<file path="src/rtl/ml_nn_seq.sv">
// ml_nn_seq: sequential signed fixed-point NxN matrix multiplier C = A x B.
// A/B arrive one element pair per beat, a single shared MAC walks i,j,p with
// p innermost, and C is streamed out row-major with a last marker.
module ml_nn_seq #(
    parameter int N    = 2,
    parameter int DW   = 24,
    parameter int FRAC = 15,
    parameter int RND  = 0,
    parameter int SAT  = 0
) (
    input  logic                 clk,
    input  logic                 rst_n,
    input  logic                 in_valid,
    output logic                 in_ready,
    input  logic signed [DW-1:0] in_a,
    input  logic signed [DW-1:0] in_b,
    output logic                 out_valid,
    input  logic                 out_ready,
    output logic signed [DW-1:0] out_c,
    output logic                 out_last,
    output logic                 busy,
    output logic                 ovf
);
    localparam int NN = N * N;
    localparam int KW = $clog2(NN);
    localparam int IW = $clog2(N);
    localparam int PW = 2 * DW;
    // Wide enough that N scaled products never overflow the accumulator
    localparam int AW = 2 * DW - FRAC + $clog2(N) + 1;
    localparam logic signed [PW-1:0] RND_ADD = (RND != 0) ? (PW'(1) << (FRAC - 1)) : '0;
    localparam logic signed [AW-1:0] C_MAX = {{(AW-DW+1){1'b0}}, {(DW-1){1'b1}}};
    localparam logic signed [AW-1:0] C_MIN = {{(AW-DW+1){1'b1}}, {(DW-1){1'b0}}};
    localparam logic [KW-1:0] K_LAST = KW'(NN - 1);
    localparam logic [IW-1:0] I_LAST = IW'(N - 1);

    typedef enum logic [1:0] {S_IDLE, S_LOAD, S_CALC, S_OUT} state_t;

    // Optional half-up rounding, then arithmetic shift into accumulator scale
    function automatic logic signed [AW-1:0] scale_prod(input logic signed [PW-1:0] p);
        logic signed [PW-1:0] t;
        t = (p + RND_ADD) >>> FRAC;
        return AW'(t);
    endfunction

    function automatic logic out_of_range(input logic signed [AW-1:0] v);
        return (v > C_MAX) || (v < C_MIN);
    endfunction

    // Clamp (SAT) or wrap to the element width
    function automatic logic signed [DW-1:0] fit(input logic signed [AW-1:0] v);
        if (SAT != 0 && v > C_MAX) return {1'b0, {(DW-1){1'b1}}};
        if (SAT != 0 && v < C_MIN) return {1'b1, {(DW-1){1'b0}}};
        return v[DW-1:0];
    endfunction

    state_t                state_q, state_d;
    logic                  in_ready_q, in_ready_d;
    logic                  out_valid_q, out_valid_d;
    logic                  out_last_q, out_last_d;
    logic                  busy_q, busy_d;
    logic                  ovf_q, ovf_d;
    logic                  wb_q, wb_d;
    logic                  c_we_q, c_we_d;
    logic signed [DW-1:0]  out_c_q, out_c_d;
    logic [KW-1:0]         k_q, k_d;
    logic [IW-1:0]         i_q, i_d, j_q, j_d, p_q, p_d;
    logic signed [AW-1:0]  acc_q, acc_d;
    logic signed [DW-1:0]  c_wdat_q, c_wdat_d;
    logic [KW-1:0]         c_widx_q, c_widx_d;

    logic signed [DW-1:0]  a_mem [NN];
    logic signed [DW-1:0]  b_mem [NN];
    logic signed [DW-1:0]  c_mem [NN];

    logic                  beat, out_hs;
    logic signed [DW-1:0]  a_sel, b_sel;
    logic signed [PW-1:0]  prod;
    logic signed [AW-1:0]  sum;
    logic [KW-1:0]         k_nx;

    assign beat   = in_valid && in_ready_q;
    assign out_hs = out_valid_q && out_ready;

    // Shared MAC: operand fetch, full-width product, scaled accumulate
    always_comb begin
        a_sel = a_mem[KW'(int'(i_q) * N + int'(p_q))];
        b_sel = b_mem[KW'(int'(p_q) * N + int'(j_q))];
        prod  = PW'(a_sel) * PW'(b_sel);
        sum   = acc_q + scale_prod(prod);
        k_nx  = k_q + KW'(1);
    end

    // Sequencer: load beats, N^3 MAC cycles plus writeback, then stream C
    always_comb begin
        state_d     = state_q;
        in_ready_d  = in_ready_q;
        out_valid_d = out_valid_q;
        out_last_d  = out_last_q;
        out_c_d     = out_c_q;
        busy_d      = busy_q;
        ovf_d       = ovf_q;
        wb_d        = wb_q;
        c_we_d      = 1'b0;
        k_d         = k_q;
        i_d         = i_q;
        j_d         = j_q;
        p_d         = p_q;
        acc_d       = acc_q;
        c_wdat_d    = c_wdat_q;
        c_widx_d    = c_widx_q;
        case (state_q)
            S_IDLE: begin
                if (beat) begin
                    state_d = S_LOAD;
                    k_d     = KW'(1);
                    ovf_d   = 1'b0;
                    busy_d  = 1'b1;
                end
            end
            S_LOAD: begin
                if (beat) begin
                    if (k_q == K_LAST) begin
                        state_d    = S_CALC;
                        in_ready_d = 1'b0;
                        k_d        = '0;
                        i_d        = '0;
                        j_d        = '0;
                        p_d        = '0;
                        acc_d      = '0;
                        wb_d       = 1'b0;
                    end else begin
                        k_d = k_nx;
                    end
                end
            end
            S_CALC: begin
                if (!wb_q) begin
                    if (p_q == I_LAST) begin
                        c_we_d   = 1'b1;
                        c_wdat_d = fit(sum);
                        c_widx_d = KW'(int'(i_q) * N + int'(j_q));
                        ovf_d    = ovf_q | out_of_range(sum);
                        acc_d    = '0;
                        p_d      = '0;
                        if (j_q == I_LAST) begin
                            j_d = '0;
                            if (i_q == I_LAST) wb_d = 1'b1;
                            else i_d = i_q + IW'(1);
                        end else begin
                            j_d = j_q + IW'(1);
                        end
                    end else begin
                        acc_d = sum;
                        p_d   = p_q + IW'(1);
                    end
                end else begin
                    // Last element is being written now; element 0 is long settled
                    wb_d        = 1'b0;
                    state_d     = S_OUT;
                    out_valid_d = 1'b1;
                    out_c_d     = c_mem[KW'(0)];
                    out_last_d  = 1'b0;
                    k_d         = '0;
                end
            end
            S_OUT: begin
                if (out_hs) begin
                    if (out_last_q) begin
                        state_d     = S_IDLE;
                        out_valid_d = 1'b0;
                        out_last_d  = 1'b0;
                        in_ready_d  = 1'b1;
                        busy_d      = 1'b0;
                        k_d         = '0;
                    end else begin
                        k_d        = k_nx;
                        out_c_d    = c_mem[k_nx];
                        out_last_d = (k_nx == K_LAST);
                    end
                end
            end
            default: state_d = S_IDLE;
        endcase
    end

    // Control and output registers, cleared by asynchronous reset
    always_ff @(posedge clk or negedge rst_n) begin
        if (!rst_n) begin
            state_q     <= S_IDLE;
            in_ready_q  <= 1'b1;
            out_valid_q <= 1'b0;
            out_last_q  <= 1'b0;
            out_c_q     <= '0;
            busy_q      <= 1'b0;
            ovf_q       <= 1'b0;
            wb_q        <= 1'b0;
            c_we_q      <= 1'b0;
            k_q         <= '0;
            i_q         <= '0;
            j_q         <= '0;
            p_q         <= '0;
        end else begin
            state_q     <= state_d;
            in_ready_q  <= in_ready_d;
            out_valid_q <= out_valid_d;
            out_last_q  <= out_last_d;
            out_c_q     <= out_c_d;
            busy_q      <= busy_d;
            ovf_q       <= ovf_d;
            wb_q        <= wb_d;
            c_we_q      <= c_we_d;
            k_q         <= k_d;
            i_q         <= i_d;
            j_q         <= j_d;
            p_q         <= p_d;
        end
    end

    // Matrix buffers and accumulator datapath; contents need no reset
    always_ff @(posedge clk) begin
        if (beat) begin
            a_mem[k_q] <= in_a;
            b_mem[k_q] <= in_b;
        end
        if (c_we_q) c_mem[c_widx_q] <= c_wdat_q;
        acc_q    <= acc_d;
        c_wdat_q <= c_wdat_d;
        c_widx_q <= c_widx_d;
    end

    assign in_ready  = in_ready_q;
    assign out_valid = out_valid_q;
    assign out_c     = out_c_q;
    assign out_last  = out_last_q;
    assign busy      = busy_q;
    assign ovf       = ovf_q;
endmodule

</file>
<file path="config.mk">
export PLATFORM = sky130hd
export DESIGN_NAME = ml_nn_seq
export DESIGN_NICKNAME = d
export VERILOG_FILES = /design/src/rtl/ml_nn_seq.sv
export SDC_FILE = /design/constraint.sdc
export NUM_CORES = 2
export LEC_CHECK = 0
export ABC_AREA = 1
export BUFFER_PORTS_ARGS = -buffer_cell sky130_fd_sc_hd__clkbuf_2
export CAP_MARGIN = 20
export CORE_ASPECT_RATIO = 1.4
export CORE_UTILIZATION = 45
export CTS_CLUSTER_SIZE = 28
export DETAILED_ROUTE_END_ITERATION = 12
export GPL_TIMING_DRIVEN = 1
export SLEW_MARGIN = 20
export SYNTH_ARGS = -nofsm -noshare
export SYNTH_HDL_FRONTEND = slang
export SYNTH_SLANG_ARGS = --single-unit
</file>
<file path="constraint.sdc">
create_clock -name clk -period 9.5 [get_ports clk]
set_clock_uncertainty 0.2 [all_clocks]
set_input_delay 1.9 -clock clk [delete_from_list [all_inputs] [get_ports clk]]
set_output_delay 1.9 -clock clk [all_outputs]
set_load 0.005 [all_outputs]
</file>
After elaboration in Yosys (flattened, before gate mapping):

Memory sizes are Yosys's and may differ from the RTL's.
Cells that the tools add are included.

* register bits: 99
* bits in writable memories: 288
* bits of input ports: 52
* output and inout port bits: 29
* logic and storage cells: 134
* memories kept: 3

Memory list
* a_mem: depth 4, width 24, read ports 1, clocked after Yosys merged registers in 0, wr ports 1, line 71 `logic signed [DW-1:0] a_mem [NN];`
* b_mem: depth 4, width 24, read ports 1, clocked after Yosys merged registers in 0, wr ports 1, line 72 `logic signed [DW-1:0] b_mem [NN];`
* c_mem: depth 4, width 24, read ports 2, clocked after Yosys merged registers in 0, wr ports 1, line 73 `logic signed [DW-1:0] c_mem [NN];`

* add/sub/neg operators: 8
* multiply operators: 1
* order comparisons: 2
* eq/ne operators: 15
* mux-type cells: 65
* bitwise logic cells: 2
* reductions and logical operators: 22

Operators with widths (count)
* 35-bit 2-to-1 mux: 4
* 24-bit 2-to-1 mux: 3
* 35-bit case mux with 2 select lines: 1
* 24-bit by 24-bit multiplier with 48-bit output: 1
* 24-bit case mux with 2 select lines: 1
* 35-bit by 33-bit adder with 35-bit output: 1
* 35-bit by 24-bit greater-than comparator with 1-bit output, second input constant: 1
* 35-bit by 24-bit less-than comparator with 1-bit output, second input constant: 1
* 1-bit 2-to-1 mux: 34
* 4-bit AND reduction: 6
* 2-bit 2-to-1 mux: 11
* 2-bit != test, second input constant: 10
* 1-bit case mux with 2 select lines: 9
* 2-bit case mux with 4 select lines: 2
* 6-bit AND reduction: 2
* 5-bit AND reduction: 2
* 2-bit nonzero test: 5
* 3-bit AND reduction: 3
* 2-bit equality test, second input constant: 4
* 2-bit by 1-bit adder with 2-bit output: 3
* 1-bit adder, second input constant: 3
* 2-bit by 1-bit adder with 2-bit output, second input constant: 1
* 2-bit by 1-bit equality test with 1-bit output, second input constant: 1
* 1-bit logical AND: 2
* 4 further kinds: 4

Longest topological paths before layout:

An unclocked memory read counts as a cell.

* word-level depth: 10
* gate-level depth with buffers: 58
* mapped depth without buffers: 54

Worst setup path after synthesis:

Ideal clock, no wire load.

* path kind: reg-to-reg
* start: register p_q
* end: register ovf_q, in the netlist ovf
* data arrival time: 9.169 ns
* slack: 0.014 ns
* cell stages (with the launch flop): 44
* path buffers: 3
* period minus slack after synthesis: 9.486 ns
* cell sequence: dfrtp_1 -> buf_6 -> inv_6 -> buf_6 -> nand2_1 -> a32oi_1 -> clkinv_1 -> buf_2 -> nor2_1 -> fa_1 -> fa_1 -> inv_1 -> fa_1 -> inv_1 -> fa_1 -> fa_1 -> fa_1 -> fa_1 -> [... 8 more ...] -> ha_1 -> nand2_1 -> inv_1 -> nand2_1 -> nor3_1 -> nand3_1 -> nand3_1 -> nand2_1 -> nand2_2 -> nand2_1 -> nor2_1 -> nand3_1 -> nor3_1 -> nand3_1 -> nand2_1 -> nor2_1 -> nor2_1 -> nor2_1

* cells in the longest elaborated chain, start to end: 10
* elaborated cells on any way between the ends: 15
* classes of those cells: add/sub (3); mul (1); order compare (2); eq/ne (1); mux (3); bitwise (1); reduce/logical (2); memory (2)

Ends and longest elaborated chain
* from (decl): line 66 `logic [IW-1:0] i_q, i_d, j_q, j_d, p_q, p_d;`
* from (signal assigned): line 215 `p_q <= p_d;`
* 2-bit by 1-bit adder with 2-bit output, on equally long branches: line 86, 87
* memory read 4 x 24 bit, on equally long branches
* 24-bit by 24-bit multiplier with 48-bit output (*): line 88 `prod = PW'(a_sel) * PW'(b_sel);`
* 35-bit by 33-bit adder with 35-bit output (*): line 89 `sum = acc_q + scale_prod(prod);`
* named net sum[23]: line 78 `logic signed [AW-1:0] sum;`
* 35-bit by 24-bit greater-than comparator with 1-bit output / 35-bit by 24-bit less-than comparator with 1-bit output (equally long branches): line 46 `return (v > C_MAX) || (v < C_MIN);`
* 1-bit logical OR (*): line 46
* 1-bit bitwise OR (*): line 142 `ovf_d = ovf_q | out_of_range(sum);`
* 1-bit 2-to-1 mux (*): line 138 `if (p_q == I_LAST) begin`
* 1-bit 2-to-1 mux (*): line 137 `if (!wb_q) begin`
* 1-bit case mux with 2 select lines (*): line 111 `case (state_q)`
* to (signal assigned): line 209 `ovf_q <= ovf_d;`
* to (decl): line 61 `logic ovf_q, ovf_d;`

Mark *: on every way through the listed nets, which the timed path passes. The rest lies on a longest branch. The select of a mux whose other input is x is not followed.
A chain may end at the register's enable or synchronous reset.

Worst setup path after layout:

* start: register p_q
* end: register c_wdat_q[22] (data pin)

* cells in the longest elaborated chain, start to end: 4
* elaborated cells on any way between the ends: 6
* classes of those cells: add/sub (3); mul (1); memory (2)

Ends and longest elaborated chain
* 2-bit by 1-bit adder with 2-bit output, on equally long branches: line 86, 87
* memory read 4 x 24 bit, on equally long branches
* 24-bit by 24-bit multiplier with 48-bit output (*): line 88
* 35-bit by 33-bit adder with 35-bit output (*): line 89
* named net sum[22]: line 78
* to (signal assigned): line 227 `c_wdat_q <= c_wdat_d;`
* to (decl): line 68 `logic signed [DW-1:0] c_wdat_q, c_wdat_d;`

Mark *: on every way through the listed nets, which the timed path passes. The rest lies on a longest branch.

==> qor.txt <==
Worst hold start: c_mem[0][17]
Die Span Y: 346 um
Total GRT Usage: 0.269
I/O pin cnt: 81
Top_reg_cell synth: edfxtp_1
CP Max Fanout: 18
Routability Congestion: 0.994
WL/cell: 19.6 um
Crit path required time: 9730 ps
Die Wd: 248 um
Htree depth: 2
FFs w/ async S/R, synth: 0.0982
Area Overhead vs Synth: 20.2%
Reg-to-Reg Start: p_q
Synthesized area per cell: 9.46 um^2
Worst-path clk slew: 60 ps
YS warnings: 0
Vias/cell: 5.13
Distinct cell type count after synthesis: 55
Yosys top cell by area: fa_1
Global-route wire length before repair: 173,000 um
Share of cells above drive strength 1: 0.188
Syn_nets: 4,853
Max-Cap Viols: 0
TritonCTS clock tree: built
Final Net Count: 5,360
Core Area: 83,400 um^2
CTS Buf Count: 39
WHS Endpoint: out_c[17]
Pin count of the biggest net entering global routing: 49
Most frequent CP cell: fa_1
Worst slew pin tran: 953 ps
Final hold viol count: 0
Final hold slack: 254 ps
Setup TNS: 0 ps
R2r setup slk: 30 ps
Achievable Freq: 0.106 GHz
Sink Count: 387
Vias: 28,897
Arr. time, crit path: 9700 ps
Max_slew headroom: 0.364
Drt first pass iters: 9
Netlist Area Pre-Place: 38,000 um^2
Rows: 125
Die ar.: 85,700 um^2
R2R depth: 41
Number of global-route vias before repair: 31,103
ANT nets after route: 0
Global route overflow: 0
Fin crit share: 0.997
Startpoint Class: flop
Residual DRC: 4
Slowest cell on the critical path: fa_1
Area of the multi-input gates: 23,400 um^2
Setup violators final: 0
Register bit total from synthesis: 387
Worst-Skew Late Latency: 600 ps
RSZ-0062 raised after global routing: true
Initial DRC count: 1,591
Clock Root Buffer: clkbuf_16
Status: finished, violations left
CTS max path bufs: 3
Min cycle time layout: 9470 ps
# hold bufs at CTS: 0
HP Class: flop to flop
Max-slew violations: 0
Worst Path Class, Setup: flop to flop
Ranking of synthesized cells by area: fa_1 32%, edfxtp_1 28%, inv_1 8.6%
Crit end category: flop
Fill count: 7,497
Mapped Cells: 4,019
Sequential share of the synthesized area: 0.301
FF+latch area: 11,400 um^2
Hpwl dp: 90,200 um
Initial antenna violation count: 2
N_diodes: 0
Initial Utilization: 0.456
WHS Path Cells: 2
Area share of the leading cell type in the synthesized netlist: 0.320
Worst r2r dst: c_wdat_q[22]
EDFF count, synth: 349
DRT Wirelength: 110,000 um
PortBufs: 80
Failing checks: DRC
CP max stage delay: 590 ps
cell usage after synthesis, types with 19 or more instances:
master and number:
buf_2 19, o21ai_0 61, a32oi_1 41, nor3_1 20
fa_1 607, nor2_1 476, edfxtp_1 349, clkbuf_1 99
xor2_1 44, ha_1 175, nand2_1 822, inv_1 876
dfrtp_1 37, nand3_1 63, a21oi_1 129
routing by layer:
metal,vias to the layer above,GRT usage,wire length [um],share of wire
met1,14349,0.305,39600,0.36
met2,931,0.476,56200,0.51
li1,13280,-,-,-
met4,2,0.170,8620,0.078
met3,335,0.0318,5760,0.052
met5,-,0,9,0.000082
cell families (layout without fill, tap and decap cells):
| family | count (synthesis) | after routing | synth area share |
|---|---|---|---|
| xor+xnor | 62 | 62 | 0.0143 |
| fa+ha+maj | 782 | 782 | 0.377 |
| flops | 387 | 387 | 0.301 |
| compound gates | 324 | 324 | 0.0541 |
| simple gates | 1442 | 1442 | 0.151 |
| buf+inv | 1022 | 1559 | 0.103 |
worst max-delay path by stage:
stage | end | slack [ps] | startpoint
after detailed placement | ovf | -600 | i_q
final | c_wdat_q[22] | 30 | p_q
after global placement | ovf | -530 | i_q
after floorplan | ovf | 10 | p_q
after CTS | ovf | 2 | p_q
after global routing | ovf | -460 | p_q
layout by cell type, fill, tap and decap left out, drive strengths merged, types with 2 or more instances in the layout:
master / instances
and2: 3
inv: 882
bufinv: 2
a21o: 7
a211oi: 2
nor3: 20
a21oi: 131
nand3: 68
o21bai: 4
a21boi: 4
buf: 514
xnor2: 18
fa: 607
and3: 3
o21a: 5
clkbuf: 129
a31oi: 9
nand3b: 3
o221ai: 8
a32oi: 44
nand4: 13
edfxtp: 349
clkinvlp: 11
dfrtp: 37
ha: 175
o21ai: 64
o22ai: 8
o22a: 14
nor4: 4
nor2: 478
xor2: 44
nand2: 849
clkinv: 20
o211ai: 18
sequential cells by signal (all words and copies together) (netlist names), 2 cells and up:
register / flops
c_wdat_q: 24
state_q: 2
out_c: 24
b_mem: 96
acc_q: 35
a_mem: 96
c_mem: 96
c_widx_q: 2
k_q: 2
layout make-up:
class	count	share of cell area
Sequential cell	387	0.250
Timing Repair Buffer	595	0.106
Timing Repair inverter	1	0.000137
Tap cell	1079	0.0295
Clock inverter	22	0.00528
Clock buffer	49	0.0222
Inverter	892	0.0741
Multi-Input combinational cell	2610	0.513
critical path, delay by kind of cell, from the launching register on:
| kind | cells | cell delay [ps] |
|---|---|---|
| AOI/OAI and AO/OA | 5 | 800 |
| xor gates and xnor gates | 2 | 720 |
| adders and majority gates | 9 | 3660 |
| buffers and inverters | 12 | 1780 |
| DFF | 1 | 500 |
| and+or+nand+nor | 13 | 1630 |
stage by stage:
stage	instances	util	cell area (um^2)	setup slack (ps)
after floorplan	4019	-	38000	14.4
after global placement	5528	0.519	43200	-535
after detailed placement	5528	0.519	43200	-604
after CTS	5619	0.539	45000	1.82
after global routing	5635	0.548	45700	-462
final	5635	0.548	45700	26.0
timing repair:
action                     CTS  global route
setup buffers               17            16
pin swaps                   19            44
resized for setup           62           140
setup endpoints to repair   13            29
gates cloned                 3             0
Power is left out: the tool's default activity adds up to more than one toggle a clock period on the data nets, which glitch-free logic cannot reach.
